==> src/rtl/pwm_gen_mc.sv <==
// Multi-channel PWM generator: one shared up-counter, per-channel compare logic,
// and shadow/active double-buffering so that new configuration only takes effect at a period boundary.
module pwm_gen_mc #(
  parameter int NCH = 4,
  parameter int W   = 16,
  localparam int CW = (NCH > 1) ? $clog2(NCH) : 1
) (
  input  logic           clk,
  input  logic           rst_n,
  input  logic           pwm_en,
  input  logic [NCH-1:0] ch_en,
  input  logic [W-1:0]   period_in,
  input  logic           cfg_we,
  input  logic [CW-1:0]  cfg_ch,
  input  logic [W-1:0]   cfg_cmp1,
  input  logic [W-1:0]   cfg_cmp2,
  input  logic [2:0]     cfg_func,
  output logic [W-1:0]   count_val,
  output logic           period_end,
  output logic [NCH-1:0] pwm_out
);

  logic [W-1:0]   cnt_q, cnt_d;
  logic [W-1:0]   actPeriod_q;
  logic           periodEnd_q, periodEnd_d;
  logic [NCH-1:0] pwm_q, pwm_d;

  logic [W-1:0] shCmp1_q  [NCH];
  logic [W-1:0] shCmp2_q  [NCH];
  logic [2:0]   shFunc_q  [NCH];
  logic [W-1:0] actCmp1_q [NCH];
  logic [W-1:0] actCmp2_q [NCH];
  logic [2:0]   actFunc_q [NCH];

  logic           wrap;
  logic           update;
  logic [31:0]    cfgChExt;
  logic [NCH-1:0] rawLvl;

  // Disabling the generator also acts as a reload point, so software can stage a fresh setup while idle.
  assign wrap     = pwm_en && (cnt_q == actPeriod_q);
  assign update   = wrap || !pwm_en;
  assign cfgChExt = 32'(cfg_ch);

  always_comb begin
    cnt_d       = '0;
    periodEnd_d = wrap;
    if (pwm_en && !wrap) begin
      cnt_d = cnt_q + {{(W-1){1'b0}}, 1'b1};
    end
  end

  always_comb begin
    rawLvl = '0;
    pwm_d  = '0;
    for (int i = 0; i < NCH; i++) begin
      if (actCmp1_q[i] != actCmp2_q[i]) begin
        if (actFunc_q[i][1]) begin
          rawLvl[i] = (cnt_q >= actCmp1_q[i]) && (cnt_q < actCmp2_q[i]);
        end else if (actFunc_q[i][0]) begin
          rawLvl[i] = (cnt_q >= actCmp1_q[i]);
        end else begin
          rawLvl[i] = (actCmp1_q[i] != '0) && (cnt_q <= actCmp1_q[i]);
        end
      end
      pwm_d[i] = pwm_en && ch_en[i] && (rawLvl[i] ^ actFunc_q[i][2]);
    end
  end

  always_ff @(posedge clk or negedge rst_n) begin
    if (!rst_n) begin
      cnt_q       <= '0;
      periodEnd_q <= 1'b0;
      pwm_q       <= '0;
      actPeriod_q <= '0;
    end else begin
      cnt_q       <= cnt_d;
      periodEnd_q <= periodEnd_d;
      pwm_q       <= pwm_d;
      if (update) begin
        actPeriod_q <= period_in;
      end
    end
  end

  // Active registers take the pre-edge shadow, so a write landing on a wrap edge waits one more period.
  always_ff @(posedge clk or negedge rst_n) begin
    if (!rst_n) begin
      for (int i = 0; i < NCH; i++) begin
        shCmp1_q[i]  <= '0;
        shCmp2_q[i]  <= '0;
        shFunc_q[i]  <= '0;
        actCmp1_q[i] <= '0;
        actCmp2_q[i] <= '0;
        actFunc_q[i] <= '0;
      end
    end else begin
      for (int i = 0; i < NCH; i++) begin
        if (update) begin
          actCmp1_q[i] <= shCmp1_q[i];
          actCmp2_q[i] <= shCmp2_q[i];
          actFunc_q[i] <= shFunc_q[i];
        end
        if (cfg_we && (cfgChExt == 32'(i))) begin
          shCmp1_q[i] <= cfg_cmp1;
          shCmp2_q[i] <= cfg_cmp2;
          shFunc_q[i] <= cfg_func;
        end
      end
    end
  end

  assign count_val  = cnt_q;
  assign period_end = periodEnd_q;
  assign pwm_out    = pwm_q;

endmodule

==> config.mk <==
export PLATFORM = sky130hd
export DESIGN_NAME = pwm_gen_mc
export DESIGN_NICKNAME = d
export VERILOG_FILES = /design/src/rtl/pwm_gen_mc.sv
export SDC_FILE = /design/constraint.sdc
export NUM_CORES = 1
export LEC_CHECK = 0
export BUFFER_PORTS_ARGS = -buffer_cell sky130_fd_sc_hd__buf_2
export CAP_MARGIN = 0
export CORE_ASPECT_RATIO = 0.9
export CORE_UTILIZATION = 35
export CTS_BUF_LIST = sky130_fd_sc_hd__clkbuf_4 sky130_fd_sc_hd__clkbuf_8 sky130_fd_sc_hd__clkbuf_16
export CTS_CLUSTER_DIAMETER = 100
export DETAILED_ROUTE_END_ITERATION = 10
export GPL_ROUTABILITY_DRIVEN = 0
export GPL_TIMING_DRIVEN = 1
export HOLD_SLACK_MARGIN = 0.02
export REMOVE_ABC_BUFFERS = 1
export SYNTH_ARGS = -nofsm -noshare
export SYNTH_HDL_FRONTEND = slang
export SYNTH_SLANG_ARGS = --single-unit
==> constraint.sdc <==
create_clock -name clk -period 3.1 [get_ports clk]
set_input_delay 0 -clock clk [delete_from_list [all_inputs] [get_ports clk]]
set_output_delay 0 -clock clk [all_outputs]
set_load 0.01 [all_outputs]
==> impl_metrics.toml, run 1 <==
[outcome]
status = "completed"

[power]
static-leakage-power_nw = 8.99
power_density_nw_per_um2 = 629
finalPower_w = 0.0120
ir_drop_mv = 0.311

[synthesis]
synthCells = 1459
avgSynthCellArea_um2 = 10.9
synth-main-ff-cell = "dfrtp_1"
synth_area_leaders = "dfrtp_1, mux2_2, ha_1"
synth_seq_cells = 317
synth_top_area_cell = "dfrtp_1"
synthArstFlopShare_pct = 100
synth_edf_count = 0
yosysSeqAreaShare_pct = 49.9
syn_area_um2 = 15900
synth_cell_types = 45
synth_top_area_share_pct = 49.9
synth_warnings = 0

[die]
die-area_um2 = 46200
std_cell_rows = 73
io_pins = 82
die_w_um = 227
core_area_um2 = 44500
start_util_pct = 35.7
die_h_um = 204

[route]
wirelength_um = 48000
drc = 0
via_per_inst = 5.22
via_count = 11700
drtIter0Drc = 1182
dr.pass1.iters = 5
ant_nets = 0
wire_per_inst_um = 21.3

[clock_tree]
clk_pin_slew_ps = 60
numClockSinks = 317
cts_buffer_depth = 3
cts_tree = "done"
cts_setup_buffers = 0
clk_latency_ps = 530
cts_buffers = 34
htree_levels = 2
cts_root_buf = "clkbuf_16"
cts.repair.resized = 0

[setup_path]
cp_max_fo = 11
crit_path_max_incr_delay_ps = 630
path_cells = "ha_1, nand4_1, nor3_1, or4b_1, a32oi_1, a21oi_1, o21ai_1, mux2i_1"
crit_path_start_kind = "flip-flop"
crit_slowest_cell = "dfrtp_1"
cp_data_required_time_ps = 3550
setup.worst_path.end_class = "flip-flop"
arrival_ps = 3330
crit_type = "reg -> reg"

[cells_and_area]
num_antenna_cells = 0
finalNetCount = 1817
area_growth_pct = 19.9
fin_area_um2 = 19000
drive_gt1_share_pct = 21.8
fin_util_pct = 42.8

[place]
port_buffers = 81
placed_cell_area_um2 = 17300
hpwl_um = 35800

[sta]
hold_violations = 0
period_needed_ps = 2880
whs_ps = 63.8
drv_slew = 0
fin_crit_sh_pct = 93.0
skew_ps = 20.5
fmax_ghz = 0.347
rsz0062_at_grt = "false"
setup_viol = 0
setup_tns_ps = 0
relSlewSlack_pct = 38.1
worst_pin_slew_ps = 904

[grt]
antenna_found_initial = 3
grt_use_total_pct = 21.2
grt_pass1_vias = 11700
grt_overflow = 0
grt_max_degree = 82
grt_pass1_wl_um = 72800

[job]
maxCapViolations = 0

[worst_hold_path]
min_path_type = "in -> async"
[repair_timing]
item                                   in CTS  in global routing
endpoints found under the hold margin     319                  0
hold buffers                               59                  0
setup endpoints to repair                   0                  0
[placed cells by master (no fill, tap or decap), types with 9 or more instances in the layout]
cell,n
a21oi_1,55
and3_1,9
buf_12,11
buf_2,80
buf_4,31
clkbuf_16,35
clkbuf_8,12
dfrtp_1,317
dlygate4sd3_1,59
ha_1,125
inv_1,138
mux2_2,172
nand2_1,174
nand3_1,10
nand4_1,25
nor2_1,23
nor4_1,36
o21a_1,12
o21ai_0,142
xnor2_1,19
xor2_1,72
[worst max-delay path, delay by kind of cell, from the launching register on]
family / cells / cell delay, ps
mux: 1 / 230
fa+ha+maj: 1 / 460
flops: 1 / 630
simple gates: 3 / 870
compound gates: 3 / 610
[final cells by class]
type                    count  area, um^2
inverters                 138         518
flip-flops and latches    317        7930
clock inverters             7        63.8
repair buffers            182        1460
clock buffers              50        1060
well taps                 600         751
fillers                  4326       25400
multi-input cells         958        7260
[report_power, final]
group	switching [W]	total, W	internal [W]
registers	0.000610	0.00547	0.00486
clock network	0.00167	0.00412	0.00245
logic	0.00137	0.00239	0.00102
[final timing paths]
| kind | startpoint | endpoint | slack (ps) | cells after the start |
|---|---|---|---|---|
| worst min register to register | shCmp1_q[35] | actCmp1_q[35] | 480 | 2 |
| worst max-delay path | count_val[15] | pwm_out[2] | 220 | 8 |
| worst min-delay path | rst_n | shCmp2_q[46] | 60 | 2 |
| worst max register to register | count_val[15] | pwm_out[2] | 220 | 8 |
| min in group clk | period_in[15] | actPeriod_q[15] | 250 | 3 |
| max in group asynchronous | rst_n | shCmp2_q[0] | 2090 | 3 |
[metal layers]
layer / vias up / track usage (%) / wire length [um] / part of all wire (%)
met5: - / 0 / 27 / 0.056
met4: 4 / 5.77 / 1100 / 2.3
met3: 76 / 6.73 / 4440 / 9.2
met2: 371 / 29.6 / 19800 / 41
met1: 5896 / 31.1 / 22600 / 47
li1: 5401 / - / - / -
[cells in the mapped netlist (4+ instances only)]
cell type and count:
nor4_1 36, a2111oi_0 4, buf_2 17, inv_1 138, o211ai_1 5, nand2b_1 4, nor2_1 23, and4_1 4
or3_1 7, nand2_1 175, nand4_1 25, mux2_2 172, a2bb2oi_1 4, a21oi_1 55, clkbuf_1 29, and3_1 9
nor3_1 5, dfrtp_1 317, o31ai_1 6, nand3b_1 6, ha_1 125, o21a_1 12, nand3_1 11, xnor2_1 19
xor2_1 72, o21ai_0 142
[flip-flops by register name, indices dropped and copies added (netlist names), 4 cells and up]
name / flops
shCmp2_q: 64
actPeriod_q: 16
count_val: 16
pwm_out: 4
actCmp2_q: 64
shCmp1_q: 64
actCmp1_q: 64
actFunc_q: 12
shFunc_q: 12
[cell families (layout without fill, tap and decap cells)]
kind of cell | count (synthesis) | count (layout) | synth area share [%]
muxes | 173 | 173 | 12.3
adders and majority gates | 125 | 125 | 9.85
buffers and inverters | 184 | 377 | 4.48
xor gates and xnor gates | 91 | 91 | 5.02
and+or+nand+nor | 322 | 322 | 9.75
AOI/OAI and AO/OA | 247 | 247 | 8.70
DFF | 317 | 317 | 49.9
[metrics by stage]
| stage | setup WS, ps | cells |
|---|---|---|
| floorplan | -2990 | 1413 |
| global placement | 307 | 2136 |
| detailed placement | 307 | 2136 |
| CTS | 257 | 2252 |
| global route | 61.1 | 2252 |
| finish | 217 | 2252 |
Note: power is estimated with default switching activity, not from simulation.
==> run 2, diff against run 1 <==
--- a/config.mk
+++ b/config.mk
@@ -16,6 +16,7 @@
 export GPL_TIMING_DRIVEN = 1
 export HOLD_SLACK_MARGIN = 0.02
 export REMOVE_ABC_BUFFERS = 1
+export SETUP_SLACK_MARGIN = 0.4
 export SYNTH_ARGS = -nofsm -noshare
 export SYNTH_HDL_FRONTEND = slang
 export SYNTH_SLANG_ARGS = --single-unit
==> run 2 against run 1 <==
Routed wire length increased by 0.40%. Combinational power is essentially flat. Critical path type unchanged. Sequential share of layout area decreased by 0.20 points. Largest cell class unchanged. Count of clock-buffer cells in the layout stayed put.
==> impl_metrics.toml, run 2 (same netlist as run 1, synthesis figures left out) <==
[power]
switching_share_pct = 30.5
power_density_nw_per_um2 = 627
seqPwrFrac_pct = 45.5
p_comb_share_pct = 20.2
ir_drop_mv = 0.310
p_sw_w = 0.00367
static-leakage-power_nw = 9.04
clockPowerShare_pct = 34.3
internal_power_w = 0.00835
finalPower_w = 0.0120

[cells_and_area]
area_growth_pct = 20.7
multi_input_area_um2 = 7280
area.sequential_um2 = 7950
layout_commonest_cell = "dfrtp_1"
num_antenna_cells = 0
layout_common_cells = "dfrtp_1, nand2_1, mux2_2"
drive_gt1_share_pct = 23.4
nFillCells = 4325
finalNetCount = 1829
layout.cells.non_filler = 2264

[sta]
worst_pin_slew_ps = 896
rsz0062_at_grt = "true"
fin_crit_sh_pct = 84.4
hold_violations = 0
period_needed_ps = 2620
whs_ps = 63.0
fmax_ghz = 0.382
setup_ws_ps = 483
relSlewSlack_pct = 39.7
skew_ps = 21.4
drv_slew = 0
setup_viol = 0

[route]
ant_nets = 0
drc = 0
dr.pass1.iters = 5
via_count = 11800
wire_per_inst_um = 21.3
wirelength_um = 48200
drtIter0Drc = 1102
via_per_inst = 5.20

[worst_hold_path]
min_path_type = "in -> async"

[die]
io_pins = 82
std_cell_rows = 73
die-area_um2 = 46200
die_w_um = 227
start_util_pct = 35.7
die_h_um = 204
core_area_um2 = 44500

[job]
maxCapViolations = 0

[grt]
grt_pass1_vias = 11700
grt_use_total_pct = 21.2
antenna_found_initial = 3
grt_overflow = 0
grt_pass1_wl_um = 72800
grt_max_degree = 82

[place]
port_buffers = 81
dp_slack_ps = 307
dp.cells = 2136
hpwl_um = 35800

[clock_tree]
clk_pin_slew_ps = 60
cts_buffers = 34
numClockSinks = 317
cts_root_buf = "clkbuf_16"
cts_buffer_depth = 3
clk_latency_ps = 530
cts_tree = "done"
htree_levels = 2

[setup_path]
crit_type = "reg -> reg"
arrival_ps = 3020
cp_data_required_time_ps = 3500
crit_path_start_kind = "flip-flop"
cp_max_fo = 13
setup.worst_path.end_class = "flip-flop"

[outcome]
status = "completed"
run 2: changes by cell type in the layout (fill, tap and decap cells not counted):
cell	previous run	this run
nor3_1	5	4
o21ai_1	1	0
a2111oi_0	4	2
dfrtp_1	317	304
buf_4	31	43
o21ai_2	0	1
nor2b_1	3	2
nor2b_2	0	1
dfrtp_2	0	13
nor3_2	0	1
a2111oi_2	0	2
run 2: area by class of cell:
cell class              instances  area share, %
flip-flops and latches        317           41.5
repair buffers                194           8.08
clock buffers                  50           5.55
multi-input cells             958           38.0
inverters                     138           2.70
clock inverters                 7          0.333
well taps                     600           3.91
run 2: power groups by stage:
stage	Clock (W)	Sequential [W]	Combinational [W]
after floorplan	0	0.00529	0.00145
after detailed placement	0	0.00552	0.00228
final	0.00413	0.00547	0.00242
after global routing	0.00436	0.00554	0.00266
after global placement	0	0.00550	0.00223
after CTS	0.00419	0.00546	0.00236
run 2: timing repair:
item	in CTS	in global routing
buffers inserted	0	12
endpoints found under the setup margin	4	99
resized for setup	6	14
pin swaps	0	1
hold buffers	59	0
endpoints found under the hold margin	320	0
run 2: metrics by stage:
step                      setup TNS (ps)  util (%)  cell area [um^2]
after floorplan                  -478550         -             15700
after global placement                 0      39.0             17300
after detailed placement               0      39.0             17300
after CTS                              0      42.8             19100
after global routing                   0      43.1             19200
final                                  0      43.1             19200
run 2: worst paths after layout:
| check | end | slack, ps | cells past startpoint | start |
|---|---|---|---|---|
| hold reg to reg | actCmp2_q[40] | 470 | 2 | shCmp2_q[40] |
| min in group clk | actPeriod_q[15] | 250 | 3 | period_in[15] |
| setup / recovery | pwm_out[2] | 480 | 7 | count_val[9] |
| setup reg to reg | pwm_out[2] | 480 | 7 | count_val[9] |
| max in group asynchronous | count_val[1] | 2070 | 3 | rst_n |
| hold / removal | shCmp2_q[46] | 60 | 2 | rst_n |
run 2: routing by layer:
metal	routed length (um)	global-route usage, %	up-vias
li1	-	-	5427
met3	4480	6.73	70
met1	22600	31.1	5882
met2	20000	29.6	401
met4	1050	5.77	4
met5	33	0	-
run 2: worst max-delay path, cell delays in order, from the launching register on:
cell     delay (ps)
dfrtp_2         550
ha_1            360
nand4_1         120
or4_4           570
or3_1           400
a31oi_1         230
o21ai_2         120
mux2i_1         130
